===== config.mk =====
export PLATFORM = sky130hd
export DESIGN_NAME = mem_port_arbiter
export DESIGN_NICKNAME = d
export VERILOG_FILES = /design/src/rtl/mem_port_arbiter_pkg.sv /design/src/rtl/mem_port_arbiter_arb_pick.sv /design/src/rtl/mem_port_arbiter.sv
export SDC_FILE = /design/constraint.sdc
export NUM_CORES = 1
export LEC_CHECK = 0
export CORE_AREA = 2 2 105 107
export DETAILED_ROUTE_END_ITERATION = 6
export DIE_AREA = 0 0 107 109
export PLACE_DENSITY_LB_ADDON = 0.12
export SLEW_MARGIN = 20
export SYNTH_ARGS = -nofsm -noshare
export SYNTH_HDL_FRONTEND = slang
export SYNTH_HIERARCHICAL = 1
export SYNTH_SLANG_ARGS = --single-unit

===== constraint.sdc =====
create_clock -name clk -period 2.75 [get_ports clk]
set_clock_uncertainty 0.2 [all_clocks]
set_input_delay 0.6875 -clock clk [delete_from_list [all_inputs] [get_ports clk]]
set_output_delay 0.6875 -clock clk [all_outputs]
set_load 0.01 [all_outputs]

===== src/rtl/mem_port_arbiter_pkg.sv =====
// Shared types for the fetch/data memory port arbiter.
//   state_t   : FSM encoding (ST_IDLE may issue, ST_WAIT counts latency)
//   owner_t   : which requester owns the outstanding transaction
//   mem_req_t : payload presented to the shared memory port on issue
package mem_port_arbiter_pkg;

    localparam int unsigned ADDR_W = 32;
    localparam int unsigned DATA_W = 32;

    typedef enum logic {
        ST_IDLE = 1'b0,
        ST_WAIT = 1'b1
    } state_t;

    typedef enum logic {
        OWN_IF = 1'b0,
        OWN_D  = 1'b1
    } owner_t;

    typedef struct packed {
        logic              we;
        logic [ADDR_W-1:0] addr;
        logic [DATA_W-1:0] wdata;
    } mem_req_t;

endpackage


===== src/rtl/mem_port_arbiter_arb_pick.sv =====
// Combinational winner select between fetch and data requesters.
//   i_if_req, i_d_req : pending requests
//   i_starve_hit      : data has won STARVE_LIMIT times in a row while fetch waited
//   o_pick_if/o_pick_d: one-hot (or zero) winner
module mem_port_arbiter_arb_pick (
    input  logic i_if_req,
    input  logic i_d_req,
    input  logic i_starve_hit,
    output logic o_pick_if,
    output logic o_pick_d
);

    // Data normally wins ties; a starved fetch overrides it.
    assign o_pick_if = i_if_req & (i_starve_hit | ~i_d_req);
    assign o_pick_d  = i_d_req & ~o_pick_if;

endmodule


===== src/rtl/mem_port_arbiter.sv =====
// Shares one single-ported memory between instruction fetch and data access.
//   clk, reset                      : clock, synchronous active-high reset
//   if_req/if_addr -> if_gnt        : fetch request, accepted combinationally on issue
//   if_rvalid/if_rdata              : fetch completion MEM_LAT cycles after issue
//   d_req/d_we/d_addr/d_wdata -> d_gnt : data request
//   d_rvalid/d_rdata                : data completion (rdata 0 for writes)
//   mem_en/mem_a/mem_we/mem_wd      : shared memory issue port
//   mem_rd                          : memory read data, valid MEM_LAT cycles after issue
module mem_port_arbiter
    import mem_port_arbiter_pkg::*;
#(
    parameter int unsigned MEM_LAT      = 2,
    parameter int unsigned STARVE_LIMIT = 4
) (
    input  logic              clk,
    input  logic              reset,
    input  logic              if_req,
    input  logic [ADDR_W-1:0] if_addr,
    output logic              if_gnt,
    output logic              if_rvalid,
    output logic [DATA_W-1:0] if_rdata,
    input  logic              d_req,
    input  logic              d_we,
    input  logic [ADDR_W-1:0] d_addr,
    input  logic [DATA_W-1:0] d_wdata,
    output logic              d_gnt,
    output logic              d_rvalid,
    output logic [DATA_W-1:0] d_rdata,
    output logic              mem_en,
    output logic [ADDR_W-1:0] mem_a,
    output logic              mem_we,
    output logic [DATA_W-1:0] mem_wd,
    input  logic [DATA_W-1:0] mem_rd
);

    localparam int unsigned LAT_W = $clog2(MEM_LAT + 1);
    localparam int unsigned STV_W = $clog2(STARVE_LIMIT + 1);

    state_t             r_state, w_state_nxt;
    logic [LAT_W-1:0]   r_lat, w_lat_nxt;
    logic [STV_W-1:0]   r_starve, w_starve_nxt;
    owner_t             r_owner, w_owner_nxt;
    logic               r_we, w_we_nxt;
    logic               r_cmp, w_cmp_nxt;

    logic               w_idle;
    logic               w_starve_hit;
    logic               w_pick_if;
    logic               w_pick_d;
    mem_req_t           w_win;

    // Nothing may issue during the reset cycle.
    assign w_idle       = (r_state == ST_IDLE) && !reset;
    assign w_starve_hit = (r_starve == STV_W'(STARVE_LIMIT));

    mem_port_arbiter_arb_pick u_pick (
        .i_if_req     (if_req),
        .i_d_req      (d_req),
        .i_starve_hit (w_starve_hit),
        .o_pick_if    (w_pick_if),
        .o_pick_d     (w_pick_d)
    );

    // Payload of the winning requester; fetch never writes.
    always_comb begin
        w_win = '0;
        if (w_pick_if) begin
            w_win.addr = if_addr;
        end else if (w_pick_d) begin
            w_win.we    = d_we;
            w_win.addr  = d_addr;
            w_win.wdata = d_wdata;
        end
    end

    // State register.
    always_ff @(posedge clk) begin
        if (reset) begin
            r_state  <= ST_IDLE;
            r_lat    <= '0;
            r_starve <= '0;
            r_owner  <= OWN_IF;
            r_we     <= 1'b0;
            r_cmp    <= 1'b0;
        end else begin
            r_state  <= w_state_nxt;
            r_lat    <= w_lat_nxt;
            r_starve <= w_starve_nxt;
            r_owner  <= w_owner_nxt;
            r_we     <= w_we_nxt;
            r_cmp    <= w_cmp_nxt;
        end
    end

    // Next-state and outputs.
    always_comb begin
        w_state_nxt  = r_state;
        w_lat_nxt    = r_lat;
        w_starve_nxt = r_starve;
        w_owner_nxt  = r_owner;
        w_we_nxt     = r_we;
        w_cmp_nxt    = 1'b0;
        if_gnt       = 1'b0;
        d_gnt        = 1'b0;
        mem_en       = 1'b0;
        mem_a        = '0;
        mem_we       = 1'b0;
        mem_wd       = '0;

        case (r_state)
            ST_IDLE: begin
                w_lat_nxt = '0;
                if (w_idle && (w_pick_if || w_pick_d)) begin
                    if_gnt      = w_pick_if;
                    d_gnt       = w_pick_d;
                    mem_en      = 1'b1;
                    mem_a       = w_win.addr;
                    mem_we      = w_win.we;
                    mem_wd      = w_win.wdata;
                    w_owner_nxt = w_pick_if ? OWN_IF : OWN_D;
                    w_we_nxt    = w_win.we;
                    w_lat_nxt   = LAT_W'(1);
                    // A one-cycle latency completes on the very next cycle, still in IDLE.
                    if (MEM_LAT == 1) begin
                        w_cmp_nxt = 1'b1;
                    end else begin
                        w_state_nxt = ST_WAIT;
                    end
                    // Count data wins while fetch waits; any other grant clears.
                    if (w_pick_d && if_req && !w_starve_hit) begin
                        w_starve_nxt = r_starve + STV_W'(1);
                    end else begin
                        w_starve_nxt = '0;
                    end
                end
            end
            ST_WAIT: begin
                w_lat_nxt = r_lat + LAT_W'(1);
                if ((r_lat + LAT_W'(1)) == LAT_W'(MEM_LAT)) begin
                    w_state_nxt = ST_IDLE;
                    w_cmp_nxt   = 1'b1;
                end
            end
            default: begin
                w_state_nxt = ST_IDLE;
            end
        endcase
    end

    // Completion returned to the owner; write completions carry no data.
    always_comb begin
        if_rvalid = r_cmp && (r_owner == OWN_IF) && !reset;
        d_rvalid  = r_cmp && (r_owner == OWN_D) && !reset;
        if_rdata  = if_rvalid ? mem_rd : '0;
        d_rdata   = (d_rvalid && !r_we) ? mem_rd : '0;
    end

endmodule


==> out/metrics.cfg <==
[timing]
relSlewSlack = 0.8342
min_period_over_period = 1.081
tns_ns = -7.010
finalWorstSetupSlack_ns = -0.2228
final_max_slew_viol_count = 0
finalSetupViolations = 63
rsz0062_at_grt = yes
hold_viol_final = 0
timing.fmax_mhz = 336.4
worst_pin_slew_ns = 0.2452
min_period_ns = 2.973

[grt]
grt_max_degree = 18
track_usage = 0.1659
grt_pass1_wl_um = 14890
antenna_found_initial = 0
grt_pass1_vias = 2568
overflow = 0

[yosys]
synth_top_area_share = 0.4316
synthCells = 196
seq_area_frac_synth = 0.1255
ys_ff_latch = 9
synth.avg_cell_area_um2 = 7.322
synth_nets = 332
yosysWarnings = 6
synth_area_leaders = and2_1 43%, a22o_1 20%, dfxtp_1 13%, buf_2 2.8%, ha_1 2.6%
syn_area_um2 = 1435
yosys.area.top_type = and2_1
synthDistinctLibCells = 29

[setup_path]
cp_max_fo = 6
required_ns = 1.86
ff2ff_setup_slack_ns = 0.92
end_kind = output port
startpoint = r_starve[1]
reg2reg_to = r_starve[2]
r2r_start = r_starve[1]
critPathArrivalTime_ns = 2.09
rr_worst_depth = 9
start_kind = flop
worstSetupPathType = reg -> out

[placement]
gp_congestion = 0.7365
numPortBuffers = 266
dp_slack_ns = -0.9622
dp_hpwl_um = 7867

[clock_tree]
cts_tree = done
clkTransAtPathRegs_ns = 0.04
cts_sinks = 9
cts-root-buf = clkbuf_8
cts_inserted_buffers = 3
clk_latency_ns = 0.23
htree_levels = 1
cts.path.max_buffers = 2
cts_hold_buf = 0

[power_and_ir_drop]
clkPwrFrac = 0.169
leakage_uw = 0.002410
p_switching_uw = 244.5
intPower_uw = 644.8
swShare = 0.2749
p_total_uw = 889.2
comb_power_share = 0.662
peakVddDrop_mv = 0.2650
pwr-share-seq = 0.169
p_per_area_nw_per_um2 = 176.7

[final_layout]
n_antenna_cell = 0
fill_cells = 1027
fin_util = 0.4745
syn_to_final_growth_pct = 250.6
final_nets = 652
drive_above_1_share = 0.4893

[worst_hold_path]
hold_depth = 1
holdCritStartpoint = r_lat[0]
min_to = r_lat[0]
hp-class = reg -> reg

[outcome]
violations = setup timing
status = complete, but fails checks

[job]
cap_viol_max_count = 0

[die]
core_area_um2 = 10600
io_pins = 267
fp.dieW_um = 107
dieArea_um2 = 11660
start_util = 0.1354
die_y_um = 109
rows = 38

[detailed_routing]
wl_met1_um = 3684
wl_per_cell_um = 16.28
dr.pass1.iters = 4
vias = 2636
ant_nets = 0
finalWirelength_um = 10660
dr.max_layer_used = met4
drcViolationCount = 0
wl_met3_um = 903
wl_met2_um = 5957
vias_per_cell = 4.024
first_iter_violations = 71

## kinds of logic (layout without fill, tap and decap cells)
group / after synthesis / count (layout) / share of synthesized area
simple gates: 116 / 116 / 0.5214
buf+inv: 26 / 345 / 0.09067
compound gates: 42 / 42 / 0.2363
flops: 9 / 9 / 0.1255
fa+ha+maj: 3 / 3 / 0.02616
## worst max-delay path, stage by stage (launching register included)
cell and delay [ns]:
dfxtp_2 0.32, inv_2 0.06, ha_4 0.14, nand2_4 0.05, inv_2 0.07, inv_2 0.04
a21boi_4 0.17, nor4b_4 0.07, buf_12 0.14, buf_6 0.11, buf_6 0.12, buf_12 0.13
buf_12 0.12, a22o_1 0.19, buf_2 0.13
## state kept, by name (all words and copies together) (netlist names)
| signal | count |
|---|---|
| r_we | 1 |
| r_starve | 3 |
| r_state | 1 |
| r_owner | 1 |
| r_lat | 2 |
| r_cmp | 1 |
## cell usage after synthesis, drive strengths merged
master and number:
a21boi 2, a21oi 3, a22o 32, and2 99
and2b 1, and3b 1, buf 12, clkbuf 6
dfxtp 9, ha 3, inv 8, nand2 2
nand2b 1, nand3b 1, nand4 1, nor2 5
nor3 1, nor3b 1, nor4b 2, o21ai 4
o32ai 1, or3b 1
## through the flow
step	hold WS, ns	area (µm²)	instances
final	0.2633	5031	655
after global routing	0.3058	5031	655
after CTS	0.2645	4922	656
after detailed placement	0.2562	4431	605
after global placement	0.2463	4431	605
after floorplan	0.2309	1435	196
## per-layer routing
| layer | GRT usage | vias to the layer above |
|---|---|---|
| met5 | 0 | - |
| met4 | 0.02412 | 0 |
| met1 | 0.1799 | 1187 |
| li1 | - | 1302 |
| met3 | 0.03825 | 12 |
| met2 | 0.3317 | 135 |
## placed cells by master (no fill, tap or decap), types with 2 or more instances in the layout
master / n
buf_12: 17
dfxtp_1: 7
and2_4: 38
clkdlybuf4s50_1: 130
clkbuf_8: 3
a22o_1: 32
inv_2: 4
buf_6: 66
dfxtp_2: 2
buf_8: 3
buf_2: 71
ha_1: 2
o21ai_0: 3
clkdlybuf4s15_1: 2
buf_4: 20
buf_16: 6
a21oi_1: 3
clkdlybuf4s15_2: 13
dlygate4sd2_1: 4
nor2_1: 4
and2_1: 61
inv_1: 4
## power by group through the flow
stage	Clock [µW]	Sequential, µW	Combinational [µW]
after floorplan	0	150	137
after detailed placement	0	151	498
after CTS	158	150	579
after global routing	165	151	629
final	151	150	589
after global placement	0	151	496
## final cells by class
cell class / count / area [µm²] / area share
Tap cell: 140 / 175.2 / 0.03482
Sequential cell: 9 / 182.7 / 0.03631
Clock buffer: 4 / 45.04 / 0.008953
Multi-Input combinational cell: 161 / 1264 / 0.2512
Timing Repair Buffer: 333 / 3334 / 0.6628
Inverter: 8 / 30.03 / 0.005969
## timing repair
| item | 4_1_cts | 5_1_grt |
|---|---|---|
| pin swaps | 34 | 36 |
| resized for setup | 631 | 36 |
| buffers inserted | 37 | 5 |
| setup endpoints to repair | 134 | 121 |
| gates cloned | 12 | 0 |
## how the worst max path moves through the flow
stage	endpoint	slack (ns)	cells past startpoint
finish	mem_a[28]	-0.22	14
global route	mem_a[29]	-0.33	13
CTS	mem_a[29]	-0.31	14
detailed placement	mem_wd[9]	-0.96	8
global placement	mem_wd[9]	-0.97	8
floorplan	mem_a[13]	0.07	9
Power figures use the tool's default switching activity.
